==> src/rtl/sprite_mem_arbiter_pkg.sv <==
// sprite_mem_pkg: shared sizes, requester ids, map bases and the read-tag record for the sprite ROM arbiter
package sprite_mem_pkg;
  localparam int N_REQ = 4;
  localparam int ADDR_W = 18;
  localparam int DATA_W = 8;
  localparam int MEM_DEPTH = 155307;
  localparam int MEM_LAT = 2;
  localparam int ID_W = $clog2(N_REQ);
  localparam int REQ_BG = 0;
  localparam int REQ_P0 = 1;
  localparam int REQ_P1 = 2;
  localparam int REQ_HUD = 3;
  localparam int MAP0_BASE = 1707;
  localparam int MAP1_BASE = 78507;
  typedef struct packed {
    logic valid;
    logic [ID_W-1:0] id;
    logic err;
  } rd_tag_t;
endpackage

==> src/rtl/sprite_mem_arbiter_if.sv <==
// sprite_mem_arbiter_if: requester-side handshake plus ROM read port of the sprite arbiter
interface sprite_mem_arbiter_if;
  import sprite_mem_pkg::*;
  logic arb_en;
  logic [N_REQ-1:0] req;
  logic [N_REQ*ADDR_W-1:0] addr;
  logic [N_REQ-1:0] gnt;
  logic [N_REQ-1:0] rvalid;
  logic [DATA_W-1:0] rdata;
  logic rerr;
  logic busy;
  logic mem_rd;
  logic [ADDR_W-1:0] mem_addr;
  logic [DATA_W-1:0] mem_rdata;
  modport master (output arb_en, req, addr, mem_rdata, input gnt, rvalid, rdata, rerr, busy, mem_rd, mem_addr);
  modport slave (input arb_en, req, addr, mem_rdata, output gnt, rvalid, rdata, rerr, busy, mem_rd, mem_addr);
endinterface

==> src/rtl/sprite_mem_arbiter_rr_arbiter.sv <==
// rr_arbiter: combinational round-robin pick, first request at or above the pointer wins
module rr_arbiter #(
  parameter int N = 4,
  parameter int W = $clog2(N)
) (
  input  logic [N-1:0] req,
  input  logic [W-1:0] ptr,
  input  logic         en,
  output logic [N-1:0] gnt,
  output logic [W-1:0] id
);
  always_comb begin
    gnt = '0;
    id = '0;
    for (int k = N - 1; k >= 0; k--)
      if (en && req[(int'(ptr) + k) % N]) begin
        gnt = '0;
        gnt[(int'(ptr) + k) % N] = 1'b1;
        id = W'((int'(ptr) + k) % N);
      end
  end
endmodule

==> src/rtl/sprite_mem_arbiter.sv <==
// sprite_mem_arbiter: round-robin share of the sprite ROM read port with tagged fixed-latency returns
module sprite_mem_arbiter
  import sprite_mem_pkg::*;
(
  input logic Clk,
  input logic Reset_n,
  sprite_mem_arbiter_if.slave bus
);
  logic [ID_W-1:0] ptr, winId;
  logic [N_REQ-1:0] gntW;
  logic [ADDR_W-1:0] winAddr;
  logic [DATA_W-1:0] heldData, rdataW;
  logic inRange, anyGnt, busyW;
  rd_tag_t tagPipe [MEM_LAT+1];
  rd_tag_t retTag;
  rr_arbiter #(.N(N_REQ)) u_arb (
    .req(bus.req),
    .ptr(ptr),
    .en(bus.arb_en & Reset_n),
    .gnt(gntW),
    .id(winId)
  );
  assign anyGnt = |gntW;
  assign winAddr = bus.addr[int'(winId)*ADDR_W +: ADDR_W];
  assign inRange = winAddr < ADDR_W'(MEM_DEPTH);
  assign retTag = tagPipe[MEM_LAT];
  // the tag at the pipe tail lines up with mem_rdata, so data passes straight through on return
  assign rdataW = retTag.valid ? (retTag.err ? '0 : bus.mem_rdata) : heldData;
  assign bus.gnt = gntW;
  assign bus.rdata = rdataW;
  assign bus.rvalid = retTag.valid ? N_REQ'(1) << retTag.id : '0;
  assign bus.rerr = retTag.valid & retTag.err;
  assign bus.busy = busyW;
  always_comb begin
    busyW = 1'b0;
    for (int i = 0; i <= MEM_LAT; i++) busyW = busyW | tagPipe[i].valid;
  end
  always_ff @(posedge Clk or negedge Reset_n)
    if (!Reset_n) begin
      ptr <= '0;
      bus.mem_rd <= 1'b0;
      bus.mem_addr <= '0;
      heldData <= '0;
      for (int i = 0; i <= MEM_LAT; i++) tagPipe[i] <= '0;
    end else begin
      ptr <= anyGnt ? (winId == ID_W'(N_REQ - 1) ? '0 : winId + 1'b1) : ptr;
      bus.mem_rd <= anyGnt & inRange;
      if (anyGnt && inRange) bus.mem_addr <= winAddr;
      tagPipe[0] <= '{valid: anyGnt, id: winId, err: !inRange};
      for (int i = 1; i <= MEM_LAT; i++) tagPipe[i] <= tagPipe[i-1];
      if (retTag.valid) heldData <= rdataW;
    end
endmodule

==> src/flat_wrapper.sv <==
// flat-port wrapper written by rule: the top's interface ports become plain ports
module sprite_mem_arbiter_flat import sprite_mem_pkg::*;
  (Clk, Reset_n, bus_arb_en, bus_req, bus_addr, bus_mem_rdata, bus_gnt, bus_rvalid, bus_rdata, bus_rerr, bus_busy, bus_mem_rd, bus_mem_addr);
  sprite_mem_arbiter_if bus_i ();
  input logic Clk;
  input logic Reset_n;
  input wire logic [$bits(bus_i.arb_en)-1:0] bus_arb_en;
  input wire logic [$bits(bus_i.req)-1:0] bus_req;
  input wire logic [$bits(bus_i.addr)-1:0] bus_addr;
  input wire logic [$bits(bus_i.mem_rdata)-1:0] bus_mem_rdata;
  output wire logic [$bits(bus_i.gnt)-1:0] bus_gnt;
  output wire logic [$bits(bus_i.rvalid)-1:0] bus_rvalid;
  output wire logic [$bits(bus_i.rdata)-1:0] bus_rdata;
  output wire logic [$bits(bus_i.rerr)-1:0] bus_rerr;
  output wire logic [$bits(bus_i.busy)-1:0] bus_busy;
  output wire logic [$bits(bus_i.mem_rd)-1:0] bus_mem_rd;
  output wire logic [$bits(bus_i.mem_addr)-1:0] bus_mem_addr;
  assign bus_i.arb_en = bus_arb_en;
  assign bus_i.req = bus_req;
  assign bus_i.addr = bus_addr;
  assign bus_i.mem_rdata = bus_mem_rdata;
  assign bus_gnt = bus_i.gnt;
  assign bus_rvalid = bus_i.rvalid;
  assign bus_rdata = bus_i.rdata;
  assign bus_rerr = bus_i.rerr;
  assign bus_busy = bus_i.busy;
  assign bus_mem_rd = bus_i.mem_rd;
  assign bus_mem_addr = bus_i.mem_addr;
  sprite_mem_arbiter u_core (.Clk(Clk), .Reset_n(Reset_n), .bus(bus_i));
endmodule
==> config.mk <==
export PLATFORM = sky130hd
export DESIGN_NAME = sprite_mem_arbiter_flat
export DESIGN_NICKNAME = d
export VERILOG_FILES = /design/src/rtl/sprite_mem_arbiter_pkg.sv /design/src/rtl/sprite_mem_arbiter_if.sv /design/src/rtl/sprite_mem_arbiter_rr_arbiter.sv /design/src/rtl/sprite_mem_arbiter.sv /design/src/flat_wrapper.sv
export SDC_FILE = /design/constraint.sdc
export NUM_CORES = 1
export LEC_CHECK = 0
export BUFFER_PORTS_ARGS = -buffer_cell sky130_fd_sc_hd__buf_2
export CAP_MARGIN = 15
export CELL_PAD_IN_SITES_DETAIL_PLACEMENT = 1
export CELL_PAD_IN_SITES_GLOBAL_PLACEMENT = 1
export CORE_ASPECT_RATIO = 0.75
export CORE_MARGIN = 8
export CORE_UTILIZATION = 38
export CTS_CLUSTER_DIAMETER = 80
export CTS_CLUSTER_SIZE = 14
export DETAILED_ROUTE_END_ITERATION = 6
export PLACE_DENSITY = 0.94
export SYNTH_ARGS = -nofsm -noshare
export SYNTH_HDL_FRONTEND = slang
export SYNTH_HIERARCHICAL = 1
export SYNTH_SLANG_ARGS = --single-unit
==> constraint.sdc <==
create_clock -name Clk -period 7.6 [get_ports Clk]
set_clock_uncertainty 0.15 [all_clocks]
set_input_delay 2.28 -clock Clk [delete_from_list [all_inputs] [get_ports Clk]]
set_output_delay 2.28 -clock Clk [all_outputs]
set_load 0.02 [all_outputs]
==> results of run 1 <==
## how the worst min path moves through the flow
stage	startpoint	endpoint	slack (ns)	depth (start not counted)
final	u_core/tagPipe[5]$_DFF_PN0_	u_core/retTag[1]$_DFF_PN0_	0.21	0
after global routing	u_core/tagPipe[5]$_DFF_PN0_	u_core/retTag[1]$_DFF_PN0_	0.21	0
after floorplan	u_core/tagPipe[4]$_DFF_PN0_	u_core/retTag[0]$_DFF_PN0_	0.18	0
after CTS	u_core/tagPipe[9]$_DFF_PN0_	u_core/tagPipe[5]$_DFF_PN0_	0.20	0
after global placement	u_core/tagPipe[10]$_DFF_PN0_	u_core/tagPipe[6]$_DFF_PN0_	0.18	0
after detailed placement	u_core/tagPipe[9]$_DFF_PN0_	u_core/tagPipe[5]$_DFF_PN0_	0.19	0
## placed cells by master (no fill, tap or decap), types with 3 or more instances in the layout
cell type / synthesis / layout
nand3_1: 3 / 3
ha_1: 8 / 8
a21oi_1: 7 / 6
o21ai_0: 21 / 21
nand2b_1: 3 / 3
mux4_2: 12 / 12
clkbuf_8: 0 / 5
mux4_1: 8 / 8
nand2_1: 20 / 20
mux2_2: 13 / 13
mux2_4: 9 / 9
buf_2: 4 / 123
o22ai_1: 4 / 4
mux2i_1: 4 / 4
a31oi_1: 5 / 5
inv_1: 14 / 14
buf_4: 1 / 3
dfrtp_1: 41 / 41
nor2_1: 7 / 7
and2_1: 3 / 3
## synth_stat cells, drive strengths merged, types with 3 or more instances
| library cell | n |
|---|---|
| nand2b | 3 |
| a21oi | 7 |
| mux2 | 22 |
| o21ai | 24 |
| nand3 | 4 |
| clkbuf | 3 |
| a31oi | 5 |
| o22ai | 4 |
| and2 | 3 |
| mux2i | 4 |
| nor2 | 7 |
| a211oi | 3 |
| nand2 | 20 |
| buf | 10 |
| inv | 14 |
| mux4 | 20 |
| dfrtp | 41 |
| ha | 8 |
## stage by stage
step | cells | cell area [µm²] | hold WS, ns | util
after floorplan | 223 | 2670 | 0.181 | -
after global placement | 420 | 3310 | 0.182 | 0.487
after detailed placement | 420 | 3310 | 0.186 | 0.487
after CTS | 428 | 3450 | 0.204 | 0.508
after global routing | 428 | 3450 | 0.213 | 0.508
final | 428 | 3450 | 0.206 | 0.508
## metal layers
layer,wire length [µm],track usage,share of wire
met1,3370,0.191,0.41
met2,4010,0.281,0.49
met3,706,0.0688,0.086
met4,130,0.0500,0.016
met5,10,0,0.0012
## worst max-delay path: cells and delay by family
family	cells	cell delay, ns
mux	1	0.48
simple gates	2	0.39
buf+inv	2	0.37
compound gates	1	0.25
## registers in the layout, indices dropped and copies added, names as in the netlist
register	flops
u_core/bus.mem_addr	18
u_core/bus.mem_rd	1
u_core/heldData	8
u_core/ptr	2
u_core/retTag	4
u_core/tagPipe	8
## where the power goes
part           internal [W]  switching [W]
clock              0.000132      0.0000796
sequential         0.000313      0.0000795
combinational      0.000305       0.000379
total              0.000751       0.000538
## cell type report
class	count	area, µm²	share of cell area
multi-input combinational	155	1490	0.432
sequential	41	1030	0.297
timing repair buffer	126	638	0.185
tap	84	105	0.0304
clock buffer	5	68.8	0.0199
clock inverter	3	68.8	0.0199
inverter	14	52.6	0.0152
## cell families (layout without fill, tap and decap cells)
| family | count (synthesis) | in the layout | synth area share |
|---|---|---|---|
| AO/OA/AOI/OAI | 48 | 48 | 0.110 |
| adder cells (fa/ha/maj) | 8 | 8 | 0.0375 |
| multiplexers | 46 | 46 | 0.301 |
| flip-flops | 41 | 41 | 0.385 |
| AND/OR/NAND/NOR | 53 | 53 | 0.107 |
| buffers and inverters | 27 | 148 | 0.0600 |
==> impl_metrics.csv, run 1 <==
group,metric,value,unit
placed_design,place_congestion,0.910,
clock_tree,hold_buffers,0,
floorplanning,fp-row-count,26,
synthesis,synth_nets,318,
setup_path,start_kind,"input pin",
routing,num_vias,2316,
timing,rsz0062_at_grt,"no",
timing,hold_viol_final,0,
synthesis,synth_area_leader_cell,"dfrtp_1",
timing,slew_headroom,0.469,
floorplanning,core_area,6800,µm²
routing,wire_per_inst,19.2,µm
routing,via_per_inst,5.41,
timing,fmax,161,MHz
setup_path,crit_path_end_kind,"output port",
clock_tree,h-tree-depth,2,
floorplanning,die_x,113,µm
synthesis,synth.ff_latch_count,41,
setup_path,max_stage_delay,0.48,ns
synthesis,synth_ff_type,"dfrtp_1",
synthesis,syn_inst,223,
synthesis,synthTopCellsByArea,"dfrtp_1 (38%), mux4_2 (10%), mux4_1 (7.9%)",
timing,setup_viol,0,
power,power,0.00129,W
setup_path,r2r-start,"u_core/ptr[0]$_DFFE_PN0N_",
global_routing,grt_overflow,0,
clock_tree,post_cts_buffers,0,
hold_path,min_path_type,"flop to flop",
clock_tree,cts-resized-gates,0,
timing,period_minus_slack,6.22,ns
clock_tree,worstSkewPairLatency,0.29,ns
finish,antennaDiodeCount,0,
run,maxCapViolations,0,
clock_tree,cts_tree,"yes",
timing,worst_slack,1.38,ns
finish,area_growth,29.4,%
setup_path,path_common_cell,"buf_2",
setup_path,crit_end,"bus_gnt[0]",
clock_tree,clkSinkCount,41,
placed_design,portBuffers,123,
synthesis,synth_top_area_frac,0.385,
power,ir_drop,0.000156,V
synthesis,synth-edff-count,0,
global_routing,antenna_found_initial,1,
clock_tree,numCtsBuffers,5,
setup_path,slowest_stage,"mux4_2",
setup_path,crit_start,"bus_req[2]",
synthesis,synthesis.area,2670,µm²
setup_path,critPathKind,"input pin to output port",
floorplanning,io_pins,124,
setup_path,worstReg2RegEnd,"u_core/bus.mem_addr[1]$_DFFE_PN0P_",
synthesis,synth_cell_types,44,
floorplanning,die_height,88.6,µm
synthesis,avgSynthCellArea,12.0,µm²
timing,tns,0,ns
setup_path,cp_data_required_time,5.17,ns
clock_tree,root_buffer,"clkbuf_8",
timing,drv_slew,0,
routing,wl,8.23,mm
routing,firstDrtPassIters,4,
setup_path,worstPathCellList,"buf_2 > mux4_2 > and3b_2 > nand2_1 > a31oi_1 > buf_2",
clock_tree,cts_buffer_depth,2,
floorplanning,start_util,0.392,
setup_path,critical_path_arrival,3.79,ns
placed_design,post-dp-hpwl,6.74,mm
global_routing,grt_first_pass_wirelength,13.2,mm
routing,ant_nets,0,
routing,drc,0,
clock_tree,clk_pin_slew,0.08,ns
power,powerDensity,373,nW/µm²
synthesis,yosysSeqAreaShare,0.385,
finish,nets,438,
finish,drive_above_1_share,0.512,
placed_design,post-place-ws,1.40,ns
timing,post-route-period-util,0.819,
power,p_leak,1.68,nW
synthesis,ys_warn_count,6,
timing,worst_pin_slew,0.789,ns
global_routing,track_usage,0.166,
routing,first_iter_violations,84,
global_routing,grt_pass1_vias,2642,
status,status,"finished clean",
setup_path,reg2reg_slack,2.59,ns
floorplanning,dieArea,9980,µm²
setup_path,r2r_cells,13,
synthesis,synthArstFlopShare,1.00,
finish,nFillCells,769,
setup_path,cp_max_fo,10,
global_routing,grt_max_degree,42,
Note: power is estimated with default switching activity, not from simulation.
==> run 2, diff against run 1 <==
- CORE_UTILIZATION: 38 -> 35
- PLACE_DENSITY: 0.94 -> 0.89
- clock period: 7.6 -> 5.79 ns (I/O delays scaled with it)
==> run 2 against run 1 <==
Compared with the run above:
- wire length decreased by 1.6%
- sequential power increased by 31%
- setup slack got worse by 0.77 ns
- count of clock-buffer cells in the layout increased by 1
- critical path depth increased by 6
- die area increased by 7.2%
- largest cell class unchanged
- global-route usage decreased by 1.3 points
- via count decreased by 2.4%
- register-to-register slack got worse by 1.8 ns
- sequential share of layout area increased by 0.29 points
- highest routed layer is now met4
- combinational power increased by 30%
- hold slack got worse by 0.0046 ns
==> impl_metrics.csv, run 2 (synthesized netlist as in run 1, its figures left out) <==
group,metric,value,unit
clock_tree,cts-resized-gates,0,
setup_path,crit_path_end_kind,"flop",
clock_tree,hold_buffers,0,
timing,setup_viol,0,
finish,mostFrequentLayoutCells,"buf_2 (123), dfrtp_1 (41), o21ai_0 (21)",
hold_path,min_path_type,"flop to flop",
clock_tree,cts_buffer_depth,2,
finish,mostFrequentLayoutCell,"buf_2",
floorplanning,start_util,0.362,
setup_path,critPathKind,"input pin to flop",
timing,period_minus_slack,5.18,ns
routing,wire_per_inst,18.2,µm
floorplanning,io_pins,124,
timing,tns,0,ns
power,ir_drop,0.000144,V
global_routing,grt_max_degree,42,
timing,hold_viol_final,0,
timing,slew_headroom,0.534,
power,power,0.00158,W
setup_path,start_kind,"input pin",
clock_tree,numCtsBuffers,5,
setup_path,cp_data_required_time,5.81,ns
timing,rsz0062_at_grt,"no",
floorplanning,die_height,91.6,µm
clock_tree,cts_tree,"yes",
floorplanning,core_area,7360,µm²
routing,ant_nets,0,
timing,fmax,193,MHz
floorplanning,die_x,117,µm
routing,num_vias,2261,
global_routing,antenna_found_initial,0,
finish,nFillCells,873,
global_routing,track_usage,0.153,
routing,first_iter_violations,76,
timing,post-route-period-util,0.895,
global_routing,grt_first_pass_wirelength,13.0,mm
placed_design,portBuffers,123,
routing,firstDrtPassIters,4,
power,powerDensity,463,nW/µm²
finish,nets,438,
global_routing,grt_pass1_vias,2547,
floorplanning,fp-row-count,27,
clock_tree,post_cts_buffers,0,
power,p_leak,1.66,nW
finish,antennaDiodeCount,0,
clock_tree,clkSinkCount,41,
clock_tree,h-tree-depth,2,
finish,largestRegisters,"u_core/bus.mem_addr: 18 flops, u_core/heldData: 8 flops, u_core/tagPipe: 8 flops",
routing,via_per_inst,5.08,
finish,largest_register_ffs,18,
clock_tree,root_buffer,"clkbuf_8",
floorplanning,dieArea,10700,µm²
setup_path,cp_max_fo,21,
clock_tree,worstSkewPairLatency,0.29,ns
clock_tree,clk_pin_slew,0.07,ns
routing,wl,8.10,mm
timing,worst_pin_slew,0.693,ns
global_routing,grt_overflow,0,
finish,area_growth,28.1,%
status,status,"finished clean",
placed_design,place_congestion,0.874,
finish,top_register,"u_core/bus.mem_addr",
timing,drv_slew,0,
finish,drive_above_1_share,0.509,
placed_design,post-dp-hpwl,6.67,mm
setup_path,critical_path_arrival,5.20,ns
routing,drc,0,
run,maxCapViolations,0,
-- run 2: changes by cell type in the layout (fill, tap and decap cells not counted) --
cell	delta
bufinv_16	-2
clkbuf_1	+1
clkinv_2	+2
inv_6	-1
-- run 2: worst paths after layout --
| kind | start | end | slack, ns | depth (start not counted) |
|---|---|---|---|---|
| worst max-delay path | bus_req[2] | u_core/bus.mem_addr[0]$_DFFE_PN0P_ | 0.61 | 12 |
| worst min-delay path | u_core/tagPipe[10]$_DFF_PN0_ | u_core/tagPipe[6]$_DFF_PN0_ | 0.20 | 0 |
| worst max register to register | u_core/ptr[0]$_DFFE_PN0N_ | u_core/bus.mem_addr[0]$_DFFE_PN0P_ | 0.80 | 13 |
| worst min register to register | u_core/tagPipe[10]$_DFF_PN0_ | u_core/tagPipe[6]$_DFF_PN0_ | 0.20 | 0 |
| max in group asynchronous | Reset_n | u_core/ptr[0]$_DFFE_PN0N_ | 3.74 | 2 |
| min in group asynchronous | Reset_n | u_core/retTag[3]$_DFF_PN0_ | 1.40 | 2 |
-- run 2: power by group --
| group | switching [W] | internal [W] |
|---|---|---|
| Clock | 0.0000940 | 0.0000836 |
| Combinational | 0.000492 | 0.000399 |
| Sequential | 0.000103 | 0.000411 |
| Total | 0.000689 | 0.000893 |
-- run 2: cell type report --
type,count,area [µm²],area share
clock inverter,2,10.0,0.00293
sequential,41,1030,0.300
timing repair buffer,126,638,0.187
tap,101,126,0.0370
multi-input combinational,155,1490,0.437
clock buffer,6,72.6,0.0212
inverter,14,52.6,0.0154
-- run 2: critical path, stage by stage --
cell	delay (ns)
buf_2	0.15
mux4_2	0.48
and3b_2	0.31
o21ai_1	0.09
o41ai_2	0.09
buf_4	0.39
mux4_2	0.57
or2_1	0.29
nor3_1	0.27
o21ai_2	0.12
nand3_4	0.29
mux2_2	0.39
-- run 2: layer usage --
layer  up-vias  GRT usage  part of all wire
met1      1086      0.180              0.40
met3         8     0.0569             0.093
li1       1068          -                 -
met5         -          0                 0
met4         0     0.0383             0.012
met2        99      0.257              0.50
-- run 2: stage by stage --
step | utilization | setup slack (ns) | area (µm²) | hold slack (ns) | cells
3_3_place_gp | 0.453 | 0.446 | 3340 | 0.185 | 437
4_1_cts | 0.464 | 0.583 | 3420 | 0.205 | 445
2_1_floorplan | - | 0.634 | 2670 | 0.181 | 223
5_1_grt | 0.464 | 0.428 | 3420 | 0.210 | 445
6_report | 0.464 | 0.608 | 3420 | 0.202 | 445
3_5_place_dp | 0.453 | 0.275 | 3340 | 0.187 | 437
==> run 3, diff against run 2 <==
- CORE_UTILIZATION: 35 -> 38
- PLACE_DENSITY: 0.89 -> 0.94
- clock period: 5.79 -> 6.17 ns (I/O delays scaled with it)
==> run 3 against run 2 <==
Compared with the run above:
- register-to-register slack gained 0.51 ns
- clock power grew 14%
- final cell count shrank 4.0%
- sequential power shrank 5.4%
- global-route usage grew 1.1 points
- setup slack gained 0.20 ns
- critical path type is now input pin to output port
==> impl_metrics.csv, run 3 (synthesized netlist as in run 1, its figures left out) <==
group,metric,value,unit
setup_path,worstPathCellList,"buf_2 > or3b_1 > a211oi_2 > o21ai_0 > a31oi_1 > buf_2",
power,p_seq_frac,0.319,
finish,largest_register_ffs,18,
global_routing,grt_pass1_vias,2612,
setup_path,critPathTopFamily,"compound AO/OA/AOI/OAI gates",
hold_path,holdPathEnd,"u_core/retTag[0]$_DFF_PN0_",
clock_tree,h-tree-depth,2,
setup_path,critPathKind,"input pin to output port",
timing,tns,0,ns
power,power,0.00153,W
clock_tree,worstSkewPairLatency,0.28,ns
clock_tree,numCtsBuffers,5,
floorplanning,dieArea,9980,µm²
global_routing,grt_max_degree,42,
setup_path,cp_data_required_time,4.17,ns
power,ir_drop,0.000185,V
hold_path,min_path_type,"flop to flop",
floorplanning,die_height,88.6,µm
routing,num_vias,2287,
setup_path,crit_start,"bus_req[3]",
finish,largestRegisters,"u_core/bus.mem_addr: 18 flops, u_core/heldData: 8 flops, u_core/tagPipe: 8 flops",
global_routing,track_usage,0.164,
finish,drive_above_1_share,0.510,
global_routing,grt_overflow,0,
global_routing,grt_first_pass_wirelength,13.0,mm
routing,firstDrtPassIters,5,
clock_tree,cts-resized-gates,0,
finish,mostFrequentLayoutCell,"buf_2",
finish,area_growth,28.1,%
clock_tree,hold_buffers,0,
routing,wire_per_inst,19.2,µm
floorplanning,core_area,6800,µm²
timing,setup_viol,0,
global_routing,antenna_found_initial,2,
floorplanning,start_util,0.392,
setup_path,r2r_cells,13,
power,comb_power_share,0.548,
setup_path,crit_path_end_kind,"output port",
setup_path,path_common_cell,"buf_2",
power,intPower,0.000878,W
power,p_leak,1.67,nW
setup_path,slowest_stage,"or3b_1",
power,powerDensity,446,nW/µm²
timing,post-route-period-util,0.870,
run,maxCapViolations,0,
floorplanning,fp-row-count,26,
timing,drv_slew,0,
finish,nets,438,
power,p_switching,0.000648,W
power,clkPwrFrac,0.133,
routing,first_iter_violations,132,
finish,mostFrequentLayoutCells,"buf_2 (123), dfrtp_1 (41), o21ai_0 (21)",
floorplanning,io_pins,124,
timing,hold_viol_final,0,
routing,drc,0,
placed_design,place_congestion,0.920,
setup_path,critical_path_arrival,3.37,ns
setup_path,path_buf_inv,2,
setup_path,max_stage_delay,0.40,ns
setup_path,start_kind,"input pin",
placed_design,post-dp-hpwl,6.78,mm
clock_tree,root_buffer,"clkbuf_8",
timing,rsz0062_at_grt,"no",
status,status,"finished clean",
power,sw_frac_of_total,0.424,
timing,period_minus_slack,5.37,ns
hold_path,min-delay-start,"u_core/tagPipe[4]$_DFF_PN0_",
clock_tree,clk_pin_slew,0.07,ns
finish,top_register,"u_core/bus.mem_addr",
floorplanning,die_x,113,µm
setup_path,reg2reg_slack,1.31,ns
timing,slew_headroom,0.417,
hold_path,whs_path_depth,0,
timing,worst_pin_slew,0.875,ns
clock_tree,cts_tree,"yes",
routing,wl,8.19,mm
placed_design,portBuffers,123,
clock_tree,post_cts_buffers,0,
routing,ant_nets,0,
setup_path,r2r-start,"u_core/ptr[0]$_DFFE_PN0N_",
timing,fmax,186,MHz
clock_tree,clkSinkCount,41,
setup_path,cp_max_fo,11,
finish,antennaDiodeCount,0,
setup_path,worstReg2RegEnd,"u_core/bus.mem_addr[4]$_DFFE_PN0P_",
clock_tree,cts_buffer_depth,2,
routing,via_per_inst,5.36,
==> run 3: changes by cell type in the layout (fill, tap and decap cells not counted) <==
cell       previous run  this run
bufinv_16             0         1
clkbuf_1              1         0
clkinv_2              2         1
==> run 3: cell type report <==
| type | count | area, µm² |
|---|---|---|
| Clock buffer | 5 | 68.8 |
| Clock inverter | 2 | 35.0 |
| Fill cell | 770 | 3380 |
| Inverter | 14 | 52.6 |
| Multi-Input combinational cell | 155 | 1490 |
| Sequential cell | 41 | 1030 |
| Tap cell | 84 | 105 |
| Timing Repair Buffer | 126 | 638 |
==> run 3: routing by layer <==
metal	share of wire	GRT usage	vias to the layer above
met5	0.0028	0	-
met2	0.49	0.291	90
met4	0.011	0.0354	4
li1	-	-	1070
met1	0.41	0.181	1113
met3	0.085	0.0695	10
==> run 3: worst max-delay path by stage <==
stage                                                     end  slack (ns)  depth (start not counted)
after floorplan           u_core/bus.mem_addr[10]$_DFFE_PN0P_        0.90                         13
after global placement     u_core/bus.mem_addr[0]$_DFFE_PN0P_        0.79                         12
after detailed placement   u_core/bus.mem_addr[4]$_DFFE_PN0P_        0.64                         12
after CTS                                          bus_gnt[3]        0.83                          7
after global routing                               bus_gnt[2]        0.68                          7
final                                              bus_gnt[3]        0.80                          6
==> run 3: worst register-to-register path, cell delays in order (launching register included) <==
cell,delay [ns]
dfrtp_1,0.78
inv_1,0.19
ha_1,0.53
mux4_2,0.34
and3b_2,0.31
o21ai_1,0.09
o41ai_2,0.09
buf_4,0.39
mux4_2,0.57
or2_1,0.28
nor3_1,0.23
o21ai_2,0.12
nand3_4,0.30
mux2_2,0.39
==> run 3: power groups by stage <==
| stage | combinational [W] | clock [W] | sequential, W |
|---|---|---|---|
| floorplan | 0.000566 | 0 | 0.000524 |
| global placement | 0.000812 | 0 | 0.000481 |
| detailed placement | 0.000847 | 0 | 0.000491 |
| CTS | 0.000850 | 0.000208 | 0.000488 |
| global route | 0.000911 | 0.000218 | 0.000507 |
| finish | 0.000836 | 0.000203 | 0.000486 |
==> run 3: stage by stage <==
stage	instance area, µm²	cells	util	hold WS (ns)	worst slack (ns)
global placement	3310	420	0.487	0.182	0.788
global route	3420	427	0.503	0.214	0.681
finish	3420	427	0.503	0.210	0.804
detailed placement	3310	420	0.487	0.196	0.643
floorplan	2670	223	-	0.181	0.900
CTS	3420	427	0.503	0.211	0.832
